===== src/rtl/hazard_pkg.sv =====
// hazard_pkg: opcodes, IR field positions and FSM encoding shared by the hazard/flush controller.
package hazard_pkg;
  localparam logic [3:0] OP_LW = 4'b0100;
  localparam logic [3:0] OP_SW = 4'b0101;
  localparam logic [3:0] OP_LM = 4'b0110;
  localparam logic [3:0] OP_SM = 4'b0111;
  localparam int ADDR_STEP = 2;
  localparam int OPC_LSB = 12;
  localparam int RA_LSB = 9;
  localparam int RB_LSB = 6;
  localparam logic IDLE = 1'b0;
  localparam logic MULTI = 1'b1;
endpackage


===== src/rtl/hazard_flush_ctrl_lowest_set_bit.sv =====
// lowest_set_bit: index of the lowest set bit of an 8-bit mask plus empty/single-bit flags.
module lowest_set_bit (
  input  logic [7:0] mask,
  output logic [2:0] idx,
  output logic       none,
  output logic       single
);
  always_comb begin
    idx = '0;
    for (int i = 7; i >= 0; i--) idx = mask[i] ? 3'(i) : idx;
  end
  assign none = ~|mask;
  assign single = ~none & ~|(mask & (mask - 8'd1));
endmodule


===== src/rtl/hazard_flush_ctrl.sv =====
// hazard_flush_ctrl: load-use stall, two-cycle branch flush and LM/SM micro-op sequencing.
module hazard_flush_ctrl
  import hazard_pkg::*;
(
  input  logic        clk,
  input  logic        rst,
  input  logic [15:0] ir_rr,
  input  logic [15:0] ex_ir,
  input  logic        ex_reg_wr_en,
  input  logic        ex_br_taken,
  output logic        freeze,
  output logic        br_taken,
  output logic        bubble,
  output logic        lmsm_valid,
  output logic [2:0]  lmsm_reg,
  output logic [15:0] lmsm_offset
);
  logic        state, flush_hold;
  logic [7:0]  rem_mask;
  logic [15:0] count;
  logic [2:0]  m_idx, r_idx;
  logic        m_none, m_single, r_none, r_single;
  logic        hz, is_lmsm, idle, start, multi;
  wire  [3:0]  ex_op = ex_ir[OPC_LSB+:4];
  wire  [3:0]  rr_op = ir_rr[OPC_LSB+:4];
  wire  [2:0]  ex_ra = ex_ir[RA_LSB+:3];
  wire  [7:0]  m = ir_rr[7:0];
  lowest_set_bit u_m (.mask(m), .idx(m_idx), .none(m_none), .single(m_single));
  lowest_set_bit u_r (.mask(rem_mask), .idx(r_idx), .none(r_none), .single(r_single));
  always_comb begin
    br_taken = ex_br_taken | flush_hold;
    hz = (ex_op == OP_LW) & ex_reg_wr_en & (ex_ra == ir_rr[RA_LSB+:3] | ex_ra == ir_rr[RB_LSB+:3]);
    is_lmsm = rr_op == OP_LM | rr_op == OP_SM;
    idle = ~br_taken & state == IDLE;
    multi = ~br_taken & state == MULTI & ~r_none;
    start = idle & ~hz & is_lmsm & ~m_none;
    bubble = idle & hz;
    lmsm_valid = start | multi;
    lmsm_reg = multi ? r_idx : start ? m_idx : 3'd0;
    lmsm_offset = multi ? count * 16'(ADDR_STEP) : 16'd0;
    freeze = multi ? ~r_single : start ? ~m_single : bubble;
  end
  always_ff @(posedge clk) begin
    if (rst) begin
      state <= IDLE;
      flush_hold <= 1'b0;
      rem_mask <= '0;
      count <= '0;
    end else begin
      flush_hold <= ex_br_taken;
      if (br_taken) begin
        state <= IDLE;
        rem_mask <= '0;
        count <= '0;
      end else if (multi) begin
        rem_mask <= rem_mask & (rem_mask - 8'd1);
        count <= count + 16'd1;
        state <= r_single ? IDLE : MULTI;
      end else if (start & ~m_single) begin
        rem_mask <= m & (m - 8'd1);
        count <= 16'd1;
        state <= MULTI;
      end
    end
  end
endmodule


===== config.mk =====
export PLATFORM = sky130hd
export DESIGN_NAME = hazard_flush_ctrl
export DESIGN_NICKNAME = d
export VERILOG_FILES = /design/src/rtl/hazard_pkg.sv /design/src/rtl/hazard_flush_ctrl_lowest_set_bit.sv /design/src/rtl/hazard_flush_ctrl.sv
export SDC_FILE = /design/constraint.sdc
export NUM_CORES = 1
export LEC_CHECK = 0
export ABC_AREA = 1
export BUFFER_PORTS_ARGS = -buffer_cell sky130_fd_sc_hd__buf_2
export CORE_MARGIN = 2
export CORE_UTILIZATION = 50
export CTS_CLUSTER_SIZE = 16
export DETAILED_ROUTE_END_ITERATION = 16
export GPL_TIMING_DRIVEN = 0
export PLACE_DENSITY = 0.81
export SETUP_SLACK_MARGIN = 0.05
export SLEW_MARGIN = 15
export SYNTH_ARGS = -nofsm -noshare
export SYNTH_HDL_FRONTEND = slang
export SYNTH_SLANG_ARGS = --single-unit

===== constraint.sdc =====
create_clock -name clk -period 2.1 [get_ports clk]
set_input_delay 0.21 -clock clk [delete_from_list [all_inputs] [get_ports clk]]
set_output_delay 0.21 -clock clk [all_outputs]
set_load 0.1 [all_outputs]

Yosys cells after proc, flatten, opt, wreduce, memory -nomap -nowiden
Index checks and enable logic that the tools add are counted.
{"block": "totals", "register_bits": 26, "in_bits": 36, "word_cells": 71, "output_inout_bits": 23}
{"block": "classes", "n_addsub": 3, "n_eq_ne": 5, "bitwise": 23, "reduce_logical": 8, "n_mux": 28}
{"operator": "$mux 3", "count": 18}
{"operator": "$mux 16", "count": 3}
{"operator": "$reduce_or 8->1", "count": 4}
{"operator": "$add 16x1->16 const B", "count": 1}
{"operator": "$and 8x8->8", "count": 2}
{"operator": "$mux 8", "count": 2}
{"operator": "$sub 8x1->8 const B", "count": 2}
{"operator": "$and 1x1->1", "count": 12}
{"operator": "$eq 4x3->1 const B", "count": 3}
{"operator": "$eq 3x3->1", "count": 2}
{"operator": "$mux 1", "count": 5}
{"operator": "$not 1->1", "count": 5}
{"operator": "$or 1x1->1", "count": 4}
{"operator": "$logic_not 1->1", "count": 2}
{"operator": "$reduce_bool 2->1", "count": 1}
{"operator": "$reduce_or 2->1", "count": 1}

Depth between registers and ports, before layout
{"block": "logic_depth", "ltp_word": 10, "depth_mapped": 13, "mapped_depth_nobuf": 13}

Cells and area by module
Synthesis repeated with hierarchy kept, for this count alone.
{"block": "hier_totals", "hier_cells": 356, "hier_area_um2": 2024.4}
{"module": "hazard_flush_ctrl", "instances": 1, "seq_area_each_um2": 480.5, "cells_per_inst": 282, "area_each_um2": 1684.1}
{"module": "lowest_set_bit", "instances": 2, "seq_area_each_um2": 0.0, "cells_per_inst": 37, "area_each_um2": 170.2}

Worst setup path before layout
No wires, ideal clock.
{"block": "synth_path", "path_type": "reg-to-output", "startpoint": "register flush_hold", "endpoint": "output port lmsm_reg[1]", "path_buffers": 1, "stages_incl_launch_ff": 7, "slack_ps": -1384, "t_arrival_ps": 3274, "required_time_ps": 1890, "path_cell_list": "dfxtp_1 -> nor2_1 -> nand2_1 -> inv_1 -> o21ai_2 -> buf_2 -> o32ai_1"}
{"block": "synth_between", "elab_chain_cells": 8, "word_cells_on_any_way": 10, "classes_between": "2 x mux; 8 x bitwise"}
{"item": "start, declared", "line": "hazard_flush_ctrl.sv:18", "text": "logic state, flush_hold;"}
{"item": "start signal, assigned", "line": "hazard_flush_ctrl.sv:50", "text": "flush_hold <= ex_br_taken;"}
{"item": "$or 1x1->1 (*)", "line": "hazard_flush_ctrl.sv:31", "text": "br_taken = ex_br_taken | flush_hold;"}
{"item": "$not 1->1 (*)", "line": "hazard_flush_ctrl.sv:34, hazard_flush_ctrl.sv:35"}
{"item": "$and 1x1->1", "line": "hazard_flush_ctrl.sv:34", "text": "idle = ~br_taken & state == IDLE;"}
{"item": "$and 1x1->1 (3 in a row)", "line": "hazard_flush_ctrl.sv:36", "text": "start = idle & ~hz & is_lmsm & ~m_none;"}
{"item": "$mux 3", "line": "hazard_flush_ctrl.sv:39", "text": "lmsm_reg = multi ? r_idx : start ? m_idx : 3'd0;"}
{"item": "$mux 3 (*)", "line": "hazard_flush_ctrl.sv:39"}
{"item": "end, declared", "line": "hazard_flush_ctrl.sv:15", "text": "output logic [2:0] lmsm_reg,"}
Every way passes the cells marked *; elsewhere a longest branch is shown, timed or not.

Worst setup path in the final report
{"block": "layout_path", "startpoint": "register rem_mask[5]", "endpoint": "output port lmsm_offset[7]"}
{"block": "layout_between", "elab_chain_cells": 3}
{"item": "start, declared", "line": "hazard_flush_ctrl.sv:19", "text": "logic [7:0] rem_mask;"}
{"item": "start signal, assigned", "line": "hazard_flush_ctrl.sv:56", "text": "rem_mask <= rem_mask & (rem_mask - 8'd1);"}
{"item": "start signal, assigned", "line": "hazard_flush_ctrl.sv:60", "text": "rem_mask <= m & (m - 8'd1);"}
{"item": "$reduce_or 8->1", "line": "hazard_flush_ctrl_lowest_set_bit.sv:12", "text": "assign none = ~|mask;"}
{"item": "$and 1x1->1", "line": "hazard_flush_ctrl.sv:35", "text": "multi = ~br_taken & state == MULTI & ~r_none;"}
{"item": "$mux 16", "line": "hazard_flush_ctrl.sv:40", "text": "lmsm_offset = multi ? count * 16'(ADDR_STEP) : 16'd0;"}
{"item": "end, declared", "line": "hazard_flush_ctrl.sv:16", "text": "output logic [15:0] lmsm_offset"}
No other way between the ends.

==> report_table.html <==
<table>
<tr><th>Metric</th><th>Value</th></tr>
<tr><th colspan="2">Outcome</th></tr>
<tr><td>Result of the run</td><td>completed</td></tr>
<tr><th colspan="2">Timing</th></tr>
<tr><td>Final period util</td><td>93.2%</td></tr>
<tr><td>Slew margin rel.</td><td>58.7%</td></tr>
<tr><td>Slew of the pin with the lowest slew margin</td><td>0.620 ns</td></tr>
<tr><td>Hold_ws</td><td>0.115 ns</td></tr>
<tr><td>Max Clock Freq</td><td>511 MHz</td></tr>
<tr><td>Final hold vios</td><td>0</td></tr>
<tr><td>Final count of negative-setup-slack endpoints</td><td>0</td></tr>
<tr><td>Min Tclk post-route</td><td>1.96 ns</td></tr>
<tr><td>Max-slew violation count</td><td>0</td></tr>
<tr><td>Setup repair after global routing missed its margin</td><td>yes</td></tr>
<tr><td>Clock tree skew after final layout</td><td>0.0147 ns</td></tr>
<tr><td>Fin Setup TNS</td><td>0 ns</td></tr>
<tr><th colspan="2">Global route</th></tr>
<tr><td>GRT Overall Usage</td><td>23.6%</td></tr>
<tr><td>Met1 demand-to-capacity share in global routing</td><td>27.8%</td></tr>
<tr><td>Remaining global-route overflow</td><td>0</td></tr>
<tr><td>Routing usage on met2</td><td>44.7%</td></tr>
<tr><td>Largest net degree at the start of global routing</td><td>15</td></tr>
<tr><td>First-pass GRT wire length</td><td>8.14 mm</td></tr>
<tr><td>Met3 routing resource usage after global routing</td><td>3.58%</td></tr>
<tr><td>Vias in the first global route</td><td>1975</td></tr>
<tr><td>Most Used Layer, Global Route</td><td>met2</td></tr>
<tr><td>Number of antenna violations at the first check in global routing</td><td>0</td></tr>
<tr><th colspan="2">Clock tree</th></tr>
<tr><td>CTS sink cnt</td><td>24</td></tr>
<tr><td>Quantity of hold-fixing buffers added after cts</td><td>0</td></tr>
<tr><td>Clk Tree Root Cell</td><td>sky130_fd_sc_hd__clkbuf_8</td></tr>
<tr><td>CTS max path bufs</td><td>2</td></tr>
<tr><td>Number of buffers created by CTS</td><td>3</td></tr>
<tr><td>TritonCTS clock tree</td><td>yes</td></tr>
<tr><td>Clock-pin slew on the worst setup and hold paths</td><td>0.08 ns</td></tr>
<tr><td>Worst-skew pair later-pin latency</td><td>0.28 ns</td></tr>
<tr><td>CTS H-tree depth</td><td>1</td></tr>
<tr><th colspan="2">Floorplanning</th></tr>
<tr><td>Die X-Extent</td><td>65.8 µm</td></tr>
<tr><td>Initial standard-cell utilization of the core</td><td>52.1%</td></tr>
<tr><td>Number of standard-cell rows in the floorplan</td><td>22</td></tr>
<tr><td>Die H</td><td>65.8 µm</td></tr>
<tr><td>Core Footprint</td><td>3660 µm²</td></tr>
<tr><td>Die Area</td><td>4330 µm²</td></tr>
<tr><td>Io pins</td><td>59</td></tr>
<tr><th colspan="2">Critical path</th></tr>
<tr><td>Category of the worst setup path launch point</td><td>flip-flop</td></tr>
<tr><td>Critical Path RT</td><td>1.89 ns</td></tr>
<tr><td>Crit-path leading delay family</td><td>buffers and inverters</td></tr>
<tr><td>Worst flop-to-flop path endpoint</td><td>rem_mask[6]$_SDFFE_PP0P_</td></tr>
<tr><td>Slowest-stage cell, CP</td><td>sky130_fd_sc_hd__dfxtp_1</td></tr>
<tr><td>Crit Path Max Fanout</td><td>10</td></tr>
<tr><td>Critical path class</td><td>reg -&gt; out</td></tr>
<tr><td>Depth of the worst register-to-register path</td><td>12</td></tr>
<tr><td>Critical path cell sequence</td><td>clkbuf_4, nor2_2, nand2_2, o21ai_4, buf_6, buf_8, nor2_4, buf_6</td></tr>
<tr><td>WP data arrival</td><td>1.75 ns</td></tr>
<tr><td>Category of the worst setup path capture point</td><td>output port</td></tr>
<tr><td>Startpoint of the worst-slack reg-to-reg timing path</td><td>rem_mask[5]$_SDFFE_PP0P_</td></tr>
<tr><td>Buffering stage count on the worst path with inverters included</td><td>4</td></tr>
<tr><td>Largest incremental delay on the critical path</td><td>0.30 ns</td></tr>
<tr><td>Most frequent cell on the critical path</td><td>sky130_fd_sc_hd__buf_6</td></tr>
<tr><td>Reg2reg setup slack</td><td>0.27 ns</td></tr>
<tr><th colspan="2">Place</th></tr>
<tr><td>Number of placed instances with taps included</td><td>415</td></tr>
<tr><td>Routability congestion estimate from global placement</td><td>0.862</td></tr>
<tr><td>Total placed instance area</td><td>2310 µm²</td></tr>
<tr><td>Number of I/O port buffers</td><td>47</td></tr>
<tr><td>Final HPWL from detailed placement</td><td>3.67 mm</td></tr>
<tr><th colspan="2">Pwr</th></tr>
<tr><td>Sum of internal, switching and leakage power</td><td>1.04 mW</td></tr>
<tr><td>Leakage</td><td>1.08 nW</td></tr>
<tr><td>Power density over the cells</td><td>399 nW/µm²</td></tr>
<tr><td>Highest ir drop seen on vdd</td><td>0.000322 V</td></tr>
<tr><th colspan="2">Synthesis</th></tr>
<tr><td>Number of different library cells in the post-synthesis netlist</td><td>32</td></tr>
<tr><td>Largest family of logic cells by synthesized area</td><td>simple AND/OR/NAND/NOR gates</td></tr>
<tr><td>Average instance area after synthesis</td><td>5.96 µm²</td></tr>
<tr><td>Warnings from Yosys</td><td>0</td></tr>
<tr><td>XOR/XNOR share of the synthesized area</td><td>0.459%</td></tr>
<tr><td>Synth Area in Adders</td><td>0.656%</td></tr>
<tr><td>Post-synthesis net count</td><td>357</td></tr>
<tr><td>Post-synthesis instance area</td><td>1910 µm²</td></tr>
<tr><td>Share of cell area taken by muxes after synthesis</td><td>0%</td></tr>
<tr><td>Number of standard cells after synthesis</td><td>320</td></tr>
<tr><td>Total of flip-flops plus latches after synthesis</td><td>24</td></tr>
<tr><td>Compound-cell area share of the yosys netlist</td><td>16.5%</td></tr>
<tr><td>Sequential-to-total area share from yosys stat</td><td>25.2%</td></tr>
<tr><td>Post-Synth Simple-Gate Area</td><td>46.4%</td></tr>
<tr><th colspan="2">Drt</th></tr>
<tr><td>Detailed-router iteration count before antenna repair</td><td>5</td></tr>
<tr><td>Number of design rule violations left after detail routing</td><td>0</td></tr>
<tr><td>Drt initial violations</td><td>138</td></tr>
<tr><td>Via count of the routed design</td><td>2203</td></tr>
<tr><td>Post-detailed-route count of antenna-violating nets</td><td>0</td></tr>
<tr><td>Avg WL per Cell</td><td>11.7 µm</td></tr>
<tr><td>Average via count per standard cell</td><td>5.15</td></tr>
<tr><td>Total routed wirelength</td><td>5.00 mm</td></tr>
<tr><th colspan="2">Finish</th></tr>
<tr><td>Fin cells</td><td>428</td></tr>
<tr><td>Layout filler cell count</td><td>331</td></tr>
<tr><td>Layout overhead on the synthesized area</td><td>36.5%</td></tr>
<tr><td>Antenna diode instance count</td><td>0</td></tr>
<tr><td>Final net count</td><td>418</td></tr>
<tr><td>Fraction of final layout cells sized beyond drive strength 1</td><td>31.1%</td></tr>
<tr><td>Cell area after layout</td><td>2600 µm²</td></tr>
<tr><th colspan="2">Flow run</th></tr>
<tr><td>Max capacitance violation total</td><td>0</td></tr>
<tr><th colspan="2">Min path</th></tr>
<tr><td>Worst hold path stage count</td><td>2</td></tr>
<tr><td>Worst Hold Class</td><td>in -&gt; reg</td></tr>
<tr><td>Hold Crit Endpoint</td><td>flush_hold$_SDFF_PP0_</td></tr>
<tr><td>Hold Crit Start</td><td>rst</td></tr>
</table>
## worst max-delay path by stage
stage                                  start             end  depth (start not counted)
floorplan              flush_hold$_SDFF_PP0_     lmsm_reg[0]                          5
global placement                 ex_br_taken     lmsm_reg[0]                          8
detailed placement               ex_br_taken     lmsm_reg[0]                          8
CTS                    flush_hold$_SDFF_PP0_          freeze                          8
global route        rem_mask[6]$_SDFFE_PP0P_  lmsm_offset[7]                          7
finish              rem_mask[5]$_SDFFE_PP0P_  lmsm_offset[7]                          8
## kinds of logic after synthesis
| logic type | after synthesis |
|---|---|
| DFF | 24 |
| buffers and inverters | 49 |
| other | 1 |
| and+or+nand+nor | 191 |
| xor gates and xnor gates | 1 |
| AOI/OAI and AO/OA | 53 |
| adders and majority gates | 1 |
## final cells by class
| class | instances | area (µm²) | share of cell area [%] |
|---|---|---|---|
| clock buffers | 3 | 41.3 | 1.59 |
| repair buffers | 56 | 399 | 15.3 |
| clock inverters | 1 | 30.0 | 1.15 |
| multi-input cells | 247 | 1360 | 52.1 |
| plain buffers | 8 | 80.1 | 3.08 |
| flip-flops and latches | 24 | 483 | 18.5 |
| inverters | 41 | 154 | 5.91 |
| well taps | 48 | 60.1 | 2.31 |
## per-stage QoR
step           worst slack [ns]  util [%]
2_1_floorplan            -0.376         -
3_3_place_gp             -0.360      63.0
3_5_place_dp             -0.378      63.0
4_1_cts                  0.0535      69.0
5_1_grt                  0.0346      71.1
6_report                  0.142      71.1
## Yosys cell counts
cell type | count | area [µm²]
sky130_fd_sc_hd__o21ai_0 | 15 | 75.1
sky130_fd_sc_hd__buf_2 | 4 | 20.0
sky130_fd_sc_hd__xnor2_1 | 1 | 8.76
sky130_fd_sc_hd__o21a_1 | 1 | 7.51
sky130_fd_sc_hd__o21ai_1 | 2 | 10.0
sky130_fd_sc_hd__nand3_4 | 1 | 17.5
sky130_fd_sc_hd__nand3b_1 | 5 | 37.5
sky130_fd_sc_hd__buf_4 | 1 | 7.51
sky130_fd_sc_hd__nand2_4 | 3 | 33.8
sky130_fd_sc_hd__buf_8 | 1 | 15.0
sky130_fd_sc_hd__nand3_1 | 24 | 120
sky130_fd_sc_hd__o31ai_1 | 3 | 22.5
sky130_fd_sc_hd__a21oi_2 | 6 | 52.6
sky130_fd_sc_hd__nand2_1 | 73 | 274
sky130_fd_sc_hd__nand2_2 | 8 | 50.1
sky130_fd_sc_hd__ha_1 | 1 | 12.5
sky130_fd_sc_hd__a21oi_1 | 19 | 95.1
sky130_fd_sc_hd__clkbuf_1 | 2 | 7.51
sky130_fd_sc_hd__inv_1 | 41 | 154
sky130_fd_sc_hd__o32ai_1 | 1 | 8.76
sky130_fd_sc_hd__o211ai_1 | 1 | 7.51
sky130_fd_sc_hd__nor2_4 | 5 | 56.3
sky130_fd_sc_hd__o21bai_1 | 1 | 7.51
sky130_fd_sc_hd__nor2_1 | 58 | 218
sky130_fd_sc_hd__a31oi_1 | 2 | 12.5
sky130_fd_sc_hd__conb_1 | 1 | 3.75
sky130_fd_sc_hd__o22ai_1 | 1 | 6.26
sky130_fd_sc_hd__nor3_1 | 8 | 40.0
sky130_fd_sc_hd__dfxtp_1 | 24 | 480
sky130_fd_sc_hd__nor2_2 | 3 | 18.8
sky130_fd_sc_hd__nand4_1 | 3 | 18.8
sky130_fd_sc_hd__o21ai_2 | 1 | 8.76
## state kept, by name (all words and copies together), names as in the netlist
signal	count
count	15
rem_mask	7
flush_hold	1
state	1
## cells in the final DEF, fill, tap and decap left out, types with 2 or more instances in the layout
cell / n
sky130_fd_sc_hd__a21oi_1: 19
sky130_fd_sc_hd__a21oi_2: 6
sky130_fd_sc_hd__a31oi_1: 2
sky130_fd_sc_hd__buf_2: 34
sky130_fd_sc_hd__buf_4: 9
sky130_fd_sc_hd__buf_6: 14
sky130_fd_sc_hd__buf_8: 3
sky130_fd_sc_hd__clkbuf_4: 2
sky130_fd_sc_hd__clkbuf_8: 3
sky130_fd_sc_hd__dfxtp_1: 22
sky130_fd_sc_hd__dfxtp_2: 2
sky130_fd_sc_hd__inv_1: 40
sky130_fd_sc_hd__nand2_1: 71
sky130_fd_sc_hd__nand2_2: 10
sky130_fd_sc_hd__nand2_4: 3
sky130_fd_sc_hd__nand3_1: 23
sky130_fd_sc_hd__nand3b_1: 5
sky130_fd_sc_hd__nand4_1: 3
sky130_fd_sc_hd__nor2_1: 45
sky130_fd_sc_hd__nor2_2: 5
sky130_fd_sc_hd__nor2_4: 16
sky130_fd_sc_hd__nor3_1: 7
sky130_fd_sc_hd__o21ai_0: 13
sky130_fd_sc_hd__o21ai_1: 3
sky130_fd_sc_hd__o31ai_1: 2
## power breakdown
part           total, mW  switching (mW)  internal, mW
Clock              0.414           0.159         0.255
Combinational      0.163           0.107        0.0561
Sequential         0.460         0.00278         0.457
Total               1.04           0.269         0.769
## per-layer routing
metal | vias to the layer above | part of all wire [%] | wire length (µm)
met5 | - | 0 | 0
met4 | 0 | 0.50 | 25
met3 | 4 | 4.1 | 205
met2 | 57 | 53 | 2650
met1 | 997 | 42 | 2110
li1 | 1145 | - | -
## timing repair
action                     CTS  global route
setup endpoints to repair   20            20
buffers inserted             3             6
gates cloned                 0             0
pin swaps                    2             1
gates resized for setup     40            11
Note: power is estimated with default switching activity, not from simulation.
